### src/rtl/fetch_ctrl_pkg.sv
// rtl/fetch_ctrl_pkg.sv - shared types and constants for the fetch control unit
package fetch_ctrl_pkg;

  typedef enum logic [1:0] {
    INIT      = 2'd0,
    RUN       = 2'd1,
    MISS_WAIT = 2'd2,
    HALTED    = 2'd3
  } fetch_state_t;

  localparam logic [31:0] NOP_INSTR        = 32'h0000_0000;
  localparam logic [31:0] RESET_PC_DEFAULT = 32'h0000_0000;

endpackage

### src/rtl/fetch_control_unit_if.sv
// rtl/fetch_control_unit_if.sv - fetch control bundle between controller and fetch logic
interface fetch_control_unit_if #(
  parameter int ADDR_WIDTH = 32,
  parameter int CNT_WIDTH  = 16
);
  logic [ADDR_WIDTH-1:0] pc_cur;
  logic                  branch_taken;
  logic [ADDR_WIDTH-1:0] branch_target;
  logic                  jump;
  logic [ADDR_WIDTH-1:0] jump_target;
  logic                  load_use_hazard;
  logic                  icache_miss;
  logic                  icache_ready;
  logic                  halt;
  logic                  pc_write;
  logic [ADDR_WIDTH-1:0] pc_in;
  logic                  if_id_write;
  logic                  flush;
  logic                  cache_enable;
  logic [CNT_WIDTH-1:0]  stall_cnt;
  logic [CNT_WIDTH-1:0]  flush_cnt;

  modport master (
    input  pc_cur, branch_taken, branch_target, jump, jump_target,
           load_use_hazard, icache_miss, icache_ready, halt,
    output pc_write, pc_in, if_id_write, flush, cache_enable,
           stall_cnt, flush_cnt
  );

  modport slave (
    output pc_cur, branch_taken, branch_target, jump, jump_target,
           load_use_hazard, icache_miss, icache_ready, halt,
    input  pc_write, pc_in, if_id_write, flush, cache_enable,
           stall_cnt, flush_cnt
  );
endinterface

### src/rtl/fetch_control_unit_sat_counter.sv
// rtl/fetch_control_unit_sat_counter.sv - saturating up-counter with synchronous clear
module sat_counter #(
  parameter int WIDTH = 16
) (
  input  logic             clk,
  input  logic             clear,
  input  logic             inc,
  output logic [WIDTH-1:0] count
);

  always_ff @(posedge clk) begin
    if (clear) begin
      count <= '0;
    end else if (inc && (count != {WIDTH{1'b1}})) begin
      count <= count + 1'b1;
    end
  end

endmodule

### src/rtl/fetch_control_unit.sv
// rtl/fetch_control_unit.sv - fetch stage sequencer: redirects, miss wait, stalls, halt
module fetch_control_unit
  import fetch_ctrl_pkg::*;
#(
  parameter int                    ADDR_WIDTH = 32,
  parameter int                    CNT_WIDTH  = 16,
  parameter logic [ADDR_WIDTH-1:0] RESET_PC   = RESET_PC_DEFAULT[ADDR_WIDTH-1:0]
) (
  input logic                  clk,
  input logic                  reset_n,
  fetch_control_unit_if.master bus
);

  fetch_state_t          state_q, state_d;
  logic                  pend_valid_q;
  logic [ADDR_WIDTH-1:0] pend_target_q;

  logic                  redirect;
  logic [ADDR_WIDTH-1:0] redirect_target;
  logic                  stall_inc;

  assign redirect        = bus.jump | bus.branch_taken;
  assign redirect_target = bus.jump ? bus.jump_target : bus.branch_target;

  always_ff @(posedge clk) begin
    if (!reset_n) begin
      state_q <= INIT;
    end else begin
      state_q <= state_d;
    end
  end

  // Redirects seen while a refill is outstanding are replayed when it completes.
  always_ff @(posedge clk) begin
    if (!reset_n) begin
      pend_valid_q  <= 1'b0;
      pend_target_q <= '0;
    end else if (state_q == MISS_WAIT) begin
      if (bus.icache_ready) begin
        pend_valid_q <= 1'b0;
      end else if (redirect) begin
        pend_valid_q  <= 1'b1;
        pend_target_q <= redirect_target;
      end
    end
  end

  always_comb begin
    state_d = state_q;
    case (state_q)
      INIT: state_d = RUN;
      RUN: begin
        if (redirect) begin
          state_d = RUN;
        end else if (bus.icache_miss) begin
          state_d = MISS_WAIT;
        end else if (bus.load_use_hazard) begin
          state_d = RUN;
        end else if (bus.halt) begin
          state_d = HALTED;
        end
      end
      MISS_WAIT: if (bus.icache_ready) state_d = RUN;
      HALTED:    if (!bus.halt) state_d = RUN;
      default:   state_d = INIT;
    endcase
  end

  always_comb begin
    bus.pc_write     = 1'b0;
    bus.pc_in        = bus.pc_cur;
    bus.if_id_write  = 1'b0;
    bus.flush        = 1'b0;
    bus.cache_enable = 1'b1;
    if (!reset_n) begin
      bus.pc_in        = '0;
      bus.cache_enable = 1'b0;
    end else begin
      case (state_q)
        INIT: begin
          bus.pc_write = 1'b1;
          bus.pc_in    = RESET_PC;
          bus.flush    = 1'b1;
        end
        RUN: begin
          bus.if_id_write = 1'b1;
          if (redirect) begin
            bus.pc_write = 1'b1;
            bus.pc_in    = redirect_target;
            bus.flush    = 1'b1;
          end else if (bus.icache_miss || bus.load_use_hazard || bus.halt) begin
            bus.pc_write    = 1'b1;
            bus.if_id_write = 1'b0;
          end
        end
        MISS_WAIT: begin
          if (bus.icache_ready) begin
            bus.if_id_write = 1'b1;
            if (redirect) begin
              bus.pc_write = 1'b1;
              bus.pc_in    = redirect_target;
              bus.flush    = 1'b1;
            end else if (pend_valid_q) begin
              bus.pc_write = 1'b1;
              bus.pc_in    = pend_target_q;
              bus.flush    = 1'b1;
            end
          end else begin
            bus.pc_write = 1'b1;
          end
        end
        HALTED: begin
          bus.pc_write = 1'b1;
          if (redirect) begin
            bus.pc_in = redirect_target;
            bus.flush = 1'b1;
          end
        end
        default: ;
      endcase
    end
  end

  assign stall_inc = (state_q != INIT) && !bus.if_id_write && !bus.flush;

  sat_counter #(.WIDTH(CNT_WIDTH)) u_stall_cnt (
    .clk   (clk),
    .clear (!reset_n),
    .inc   (stall_inc),
    .count (bus.stall_cnt)
  );

  sat_counter #(.WIDTH(CNT_WIDTH)) u_flush_cnt (
    .clk   (clk),
    .clear (!reset_n),
    .inc   (bus.flush),
    .count (bus.flush_cnt)
  );

endmodule

### src/flat_wrapper.sv
// flat-port wrapper written by rule: the top's interface ports become plain ports
module fetch_control_unit_flat import fetch_ctrl_pkg::*;
#(
  parameter int                    ADDR_WIDTH = 32,
  parameter int                    CNT_WIDTH  = 16,
  parameter logic [ADDR_WIDTH-1:0] RESET_PC   = RESET_PC_DEFAULT[ADDR_WIDTH-1:0]
)
  (clk, reset_n, bus_pc_cur, bus_branch_taken, bus_branch_target, bus_jump, bus_jump_target, bus_load_use_hazard, bus_icache_miss, bus_icache_ready, bus_halt, bus_pc_write, bus_pc_in, bus_if_id_write, bus_flush, bus_cache_enable, bus_stall_cnt, bus_flush_cnt);
  fetch_control_unit_if #(.ADDR_WIDTH(ADDR_WIDTH), .CNT_WIDTH(CNT_WIDTH)) bus_i ();
  input logic clk;
  input logic reset_n;
  input wire logic [$bits(bus_i.pc_cur)-1:0] bus_pc_cur;
  input wire logic [$bits(bus_i.branch_taken)-1:0] bus_branch_taken;
  input wire logic [$bits(bus_i.branch_target)-1:0] bus_branch_target;
  input wire logic [$bits(bus_i.jump)-1:0] bus_jump;
  input wire logic [$bits(bus_i.jump_target)-1:0] bus_jump_target;
  input wire logic [$bits(bus_i.load_use_hazard)-1:0] bus_load_use_hazard;
  input wire logic [$bits(bus_i.icache_miss)-1:0] bus_icache_miss;
  input wire logic [$bits(bus_i.icache_ready)-1:0] bus_icache_ready;
  input wire logic [$bits(bus_i.halt)-1:0] bus_halt;
  output wire logic [$bits(bus_i.pc_write)-1:0] bus_pc_write;
  output wire logic [$bits(bus_i.pc_in)-1:0] bus_pc_in;
  output wire logic [$bits(bus_i.if_id_write)-1:0] bus_if_id_write;
  output wire logic [$bits(bus_i.flush)-1:0] bus_flush;
  output wire logic [$bits(bus_i.cache_enable)-1:0] bus_cache_enable;
  output wire logic [$bits(bus_i.stall_cnt)-1:0] bus_stall_cnt;
  output wire logic [$bits(bus_i.flush_cnt)-1:0] bus_flush_cnt;
  assign bus_i.pc_cur = bus_pc_cur;
  assign bus_i.branch_taken = bus_branch_taken;
  assign bus_i.branch_target = bus_branch_target;
  assign bus_i.jump = bus_jump;
  assign bus_i.jump_target = bus_jump_target;
  assign bus_i.load_use_hazard = bus_load_use_hazard;
  assign bus_i.icache_miss = bus_icache_miss;
  assign bus_i.icache_ready = bus_icache_ready;
  assign bus_i.halt = bus_halt;
  assign bus_pc_write = bus_i.pc_write;
  assign bus_pc_in = bus_i.pc_in;
  assign bus_if_id_write = bus_i.if_id_write;
  assign bus_flush = bus_i.flush;
  assign bus_cache_enable = bus_i.cache_enable;
  assign bus_stall_cnt = bus_i.stall_cnt;
  assign bus_flush_cnt = bus_i.flush_cnt;
  fetch_control_unit #(.ADDR_WIDTH(ADDR_WIDTH), .CNT_WIDTH(CNT_WIDTH), .RESET_PC(RESET_PC)) u_core (.clk(clk), .reset_n(reset_n), .bus(bus_i));
endmodule
### config.mk
export PLATFORM = sky130hd
export DESIGN_NAME = fetch_control_unit_flat
export DESIGN_NICKNAME = d
export VERILOG_FILES = /design/src/rtl/fetch_ctrl_pkg.sv /design/src/rtl/fetch_control_unit_if.sv /design/src/rtl/fetch_control_unit_sat_counter.sv /design/src/rtl/fetch_control_unit.sv /design/src/flat_wrapper.sv
export SDC_FILE = /design/constraint.sdc
export NUM_CORES = 1
export LEC_CHECK = 0
export ABC_AREA = 1
export BUFFER_PORTS_ARGS = -buffer_cell sky130_fd_sc_hd__buf_4
export CAP_MARGIN = 20
export CORE_MARGIN = 2
export CORE_UTILIZATION = 45
export DETAILED_ROUTE_END_ITERATION = 10
export GPL_TIMING_DRIVEN = 0
export PLACE_DENSITY = 0.78
export SLEW_MARGIN = 20
export SYNTH_ARGS = -nofsm -noshare
export SYNTH_HDL_FRONTEND = slang
export SYNTH_HIERARCHICAL = 1
export SYNTH_SLANG_ARGS = --single-unit
export TNS_END_PERCENT = 100
### constraint.sdc
create_clock -name clk -period 2.7 [get_ports clk]
set_input_delay 0.54 -clock clk [delete_from_list [all_inputs] [get_ports clk]]
set_output_delay 0.54 -clock clk [all_outputs]
set_load 0.01 [all_outputs]
==> results.md <==
- Slew Viols, Final: 0
- Lkg Pwr: between 3 and 4 nW
- Max VDD drop: 452.2 µV
- Grt total ovfl: 0
- IO Count: ~170
- Crit path kind: reg -> out
- Die ar.: around 12000 µm²
- Post-synth cell types: 29
- Vias per cell: between 4 and 5
- Pwr dens: slightly above 400 nW/µm²
- Synth Warn #: 6
- Initial drt markers: between 400 and 500
- GP Congestion: approximately 0.85
- PortBufs: 170
- Die Y: around 110 µm
- Crit path DAT: ~2.0 ns
- Crit-path max FO: 10
- DRT antenna net count: 0
- Global Route Usage Sum: 0.2497
- Slew HR: 0.6704
- Pin count of the biggest net entering global routing: 13
- CP startpoint kind: register
- Mapped Area: ~5200 µm²
- Max-cap check violation count: 0
- Global-route wire length before repair: 26160 µm
- Avg Cell Area, Syn: roughly 5.6 µm²
- Count of hold-fix buffers inserted at cts: 0
- CTS tree: done
- Clock sinks: 67
- Die Wd: between 100 and 150 µm
- Flops & latches, synth: 67
- Design area: 7037 µm²
- Hold WC Path Type: reg -> reg
- Reg2Reg Setup Slack: ~0.33 ns
- # setup viols final: 0
- Unrepaired setup endpoints after global routing: no
- CTS clock-pin slew for the worst setup and hold paths: ~0.060 ns
- Synthesized Nets: 1043
- Fin. Hold Viols: 0
- Share of the synthesized area in the top cell type: 0.2905
- Fmax: a little under 400 MHz
- Worst clock skew: about 0.010 ns
- Util after Layout: 0.6216
- Number of buffers created by CTS: 9
- Worst-Skew Late Latency: between 0.3 and 0.4 ns
- Synth area leaders: nand2_1 29%, dfxtp_1 26%, nor2_1 10%, nand3_1 6.0%, inv_1 4.9%
- Commonest non-fill, non-tap cell in the layout: nand2_1
- Via count: approximately 6300
- Worst Tran Pin Value: slightly below 0.5 ns
- Root buf cell: clkbuf_16
- Tmin final: roughly 2.6 ns
- Most frequent cells in the layout: 402 x nand2_1, 178 x buf_4, 143 x nor2_1
- Setup WS pre-CTS: around 0.017 ns
- Routed WL per cell: between 10 and 15 µm
- Synth area leader: nand2_1
- Clock Path Buffers: 2
- Number of H-tree levels: 3
- Fin crit share: 0.9516
- DRT Pass-1 Iters: 5
- Post-synthesis cell count: between 900 and 1000
- CP endpoint kind: primary output
- Core area: roughly 11000 µm²
- Setup TNS Final: 0 ns
- Pwr Total: 2.896 mW
- Number of antenna violations at the first check in global routing: 0
- Nets@finish: 1226
- Sequential share of the synthesized area: 0.2582
- Layout cells sized above 1: 0.2542
- Placed Instance Area: 6650 µm²
- Final wirelength: about 16000 µm
- Status: complete, no violations
- Final WS setup: approximately 0.13 ns
- Vias in the first global route: about 6000
- Initial Util: 0.4589
- Row Count: 39
- Diodes inserted: 0
- Remaining DRCs: 0
- Synth-to-Final Area Change: 35.45%
- Required time worst endpoint: around 2.2 ns
- Post-DP HPWL: 11950 µm
[registers in the layout, indices dropped and copies added, names as in the netlist]
register,flops
u_core/pend_valid_q,1
u_core/u_stall_cnt/count,16
u_core/pend_target_q,32
u_core/u_flush_cnt/count,16
u_core/state_q,2
[repair_timing]
action	in CTS	in global routing
gates resized for setup	9	12
buffers inserted	1	1
cloned	0	0
setup endpoints to repair	20	29
pin swaps	1	3
hold endpoints to repair	0	0
[kinds of logic after synthesis]
kind of cell,synth area share
DFF,0.2582
adders and majority gates,0.01445
buffers and inverters,0.09874
AOI/OAI and AO/OA,0.1012
and+or+nand+nor,0.5275
[per-stage QoR]
stage          cells  hold slack [ns]
3_5_place_dp    1246           0.4511
6_report        1264           0.4572
5_1_grt         1264           0.4966
4_1_cts         1263           0.4600
2_1_floorplan    933           0.4294
3_3_place_gp    1246           0.4437
[cells in the mapped netlist (all sizes together)]
master  count
o211ai      2
dfxtp      67
inv        73
buf        27
or2         2
nand4       7
nor2      175
clkbuf     13
clkinv      1
nand2     409
ha          6
o21ai      39
nor3        2
a21oi      48
nand3      62
[area by class of cell]
type,instances,area (µm²)
Sequential cell,67,1343
Clock buffer,10,229.0
Inverter,74,280.3
Buffer,40,259.0
Timing Repair Buffer,172,1291
Tap cell,143,178.9
Clock inverter,6,90.09
Multi-Input combinational cell,752,3366
Fill cell,1134,4284
[worst max-delay path: stages (launching register included)]
cell and delay, ns:
dfxtp_1 0.33, inv_1 0.10, ha_2 0.25, inv_2 0.06
nor2_4 0.19, clkbuf_4 0.26, nand2_1 0.06, nand2_1 0.06
inv_1 0.04, a21oi_1 0.19, buf_4 0.16
[path summary, 6_finish.rpt]
kind                                 from                      endpoint  depth (start not counted)
setup / recovery        u_core/state_q[0]                 bus_pc_in[18]                         10
hold / removal    u_core/pend_target_q[8]       u_core/pend_target_q[8]                          2
setup reg to reg        u_core/state_q[1]  u_core/u_flush_cnt/count[13]                         13
hold reg to reg   u_core/pend_target_q[8]       u_core/pend_target_q[8]                          2
[metal layers]
metal	routed length (µm)	GRT usage	up-vias
met5	0	0	-
met4	298	0.09383	0
met3	967	0.04409	26
met2	7688	0.4467	213
met1	6773	0.2986	2796
li1	-	-	3246
[where the power goes]
| group | switching [mW] | internal (mW) |
|---|---|---|
| logic | 0.342 | 0.271 |
| registers | 0.0143 | 1.01 |
| clock network | 0.453 | 0.810 |
| total | 0.809 | 2.09 |
Power figures use the tool's default switching activity.
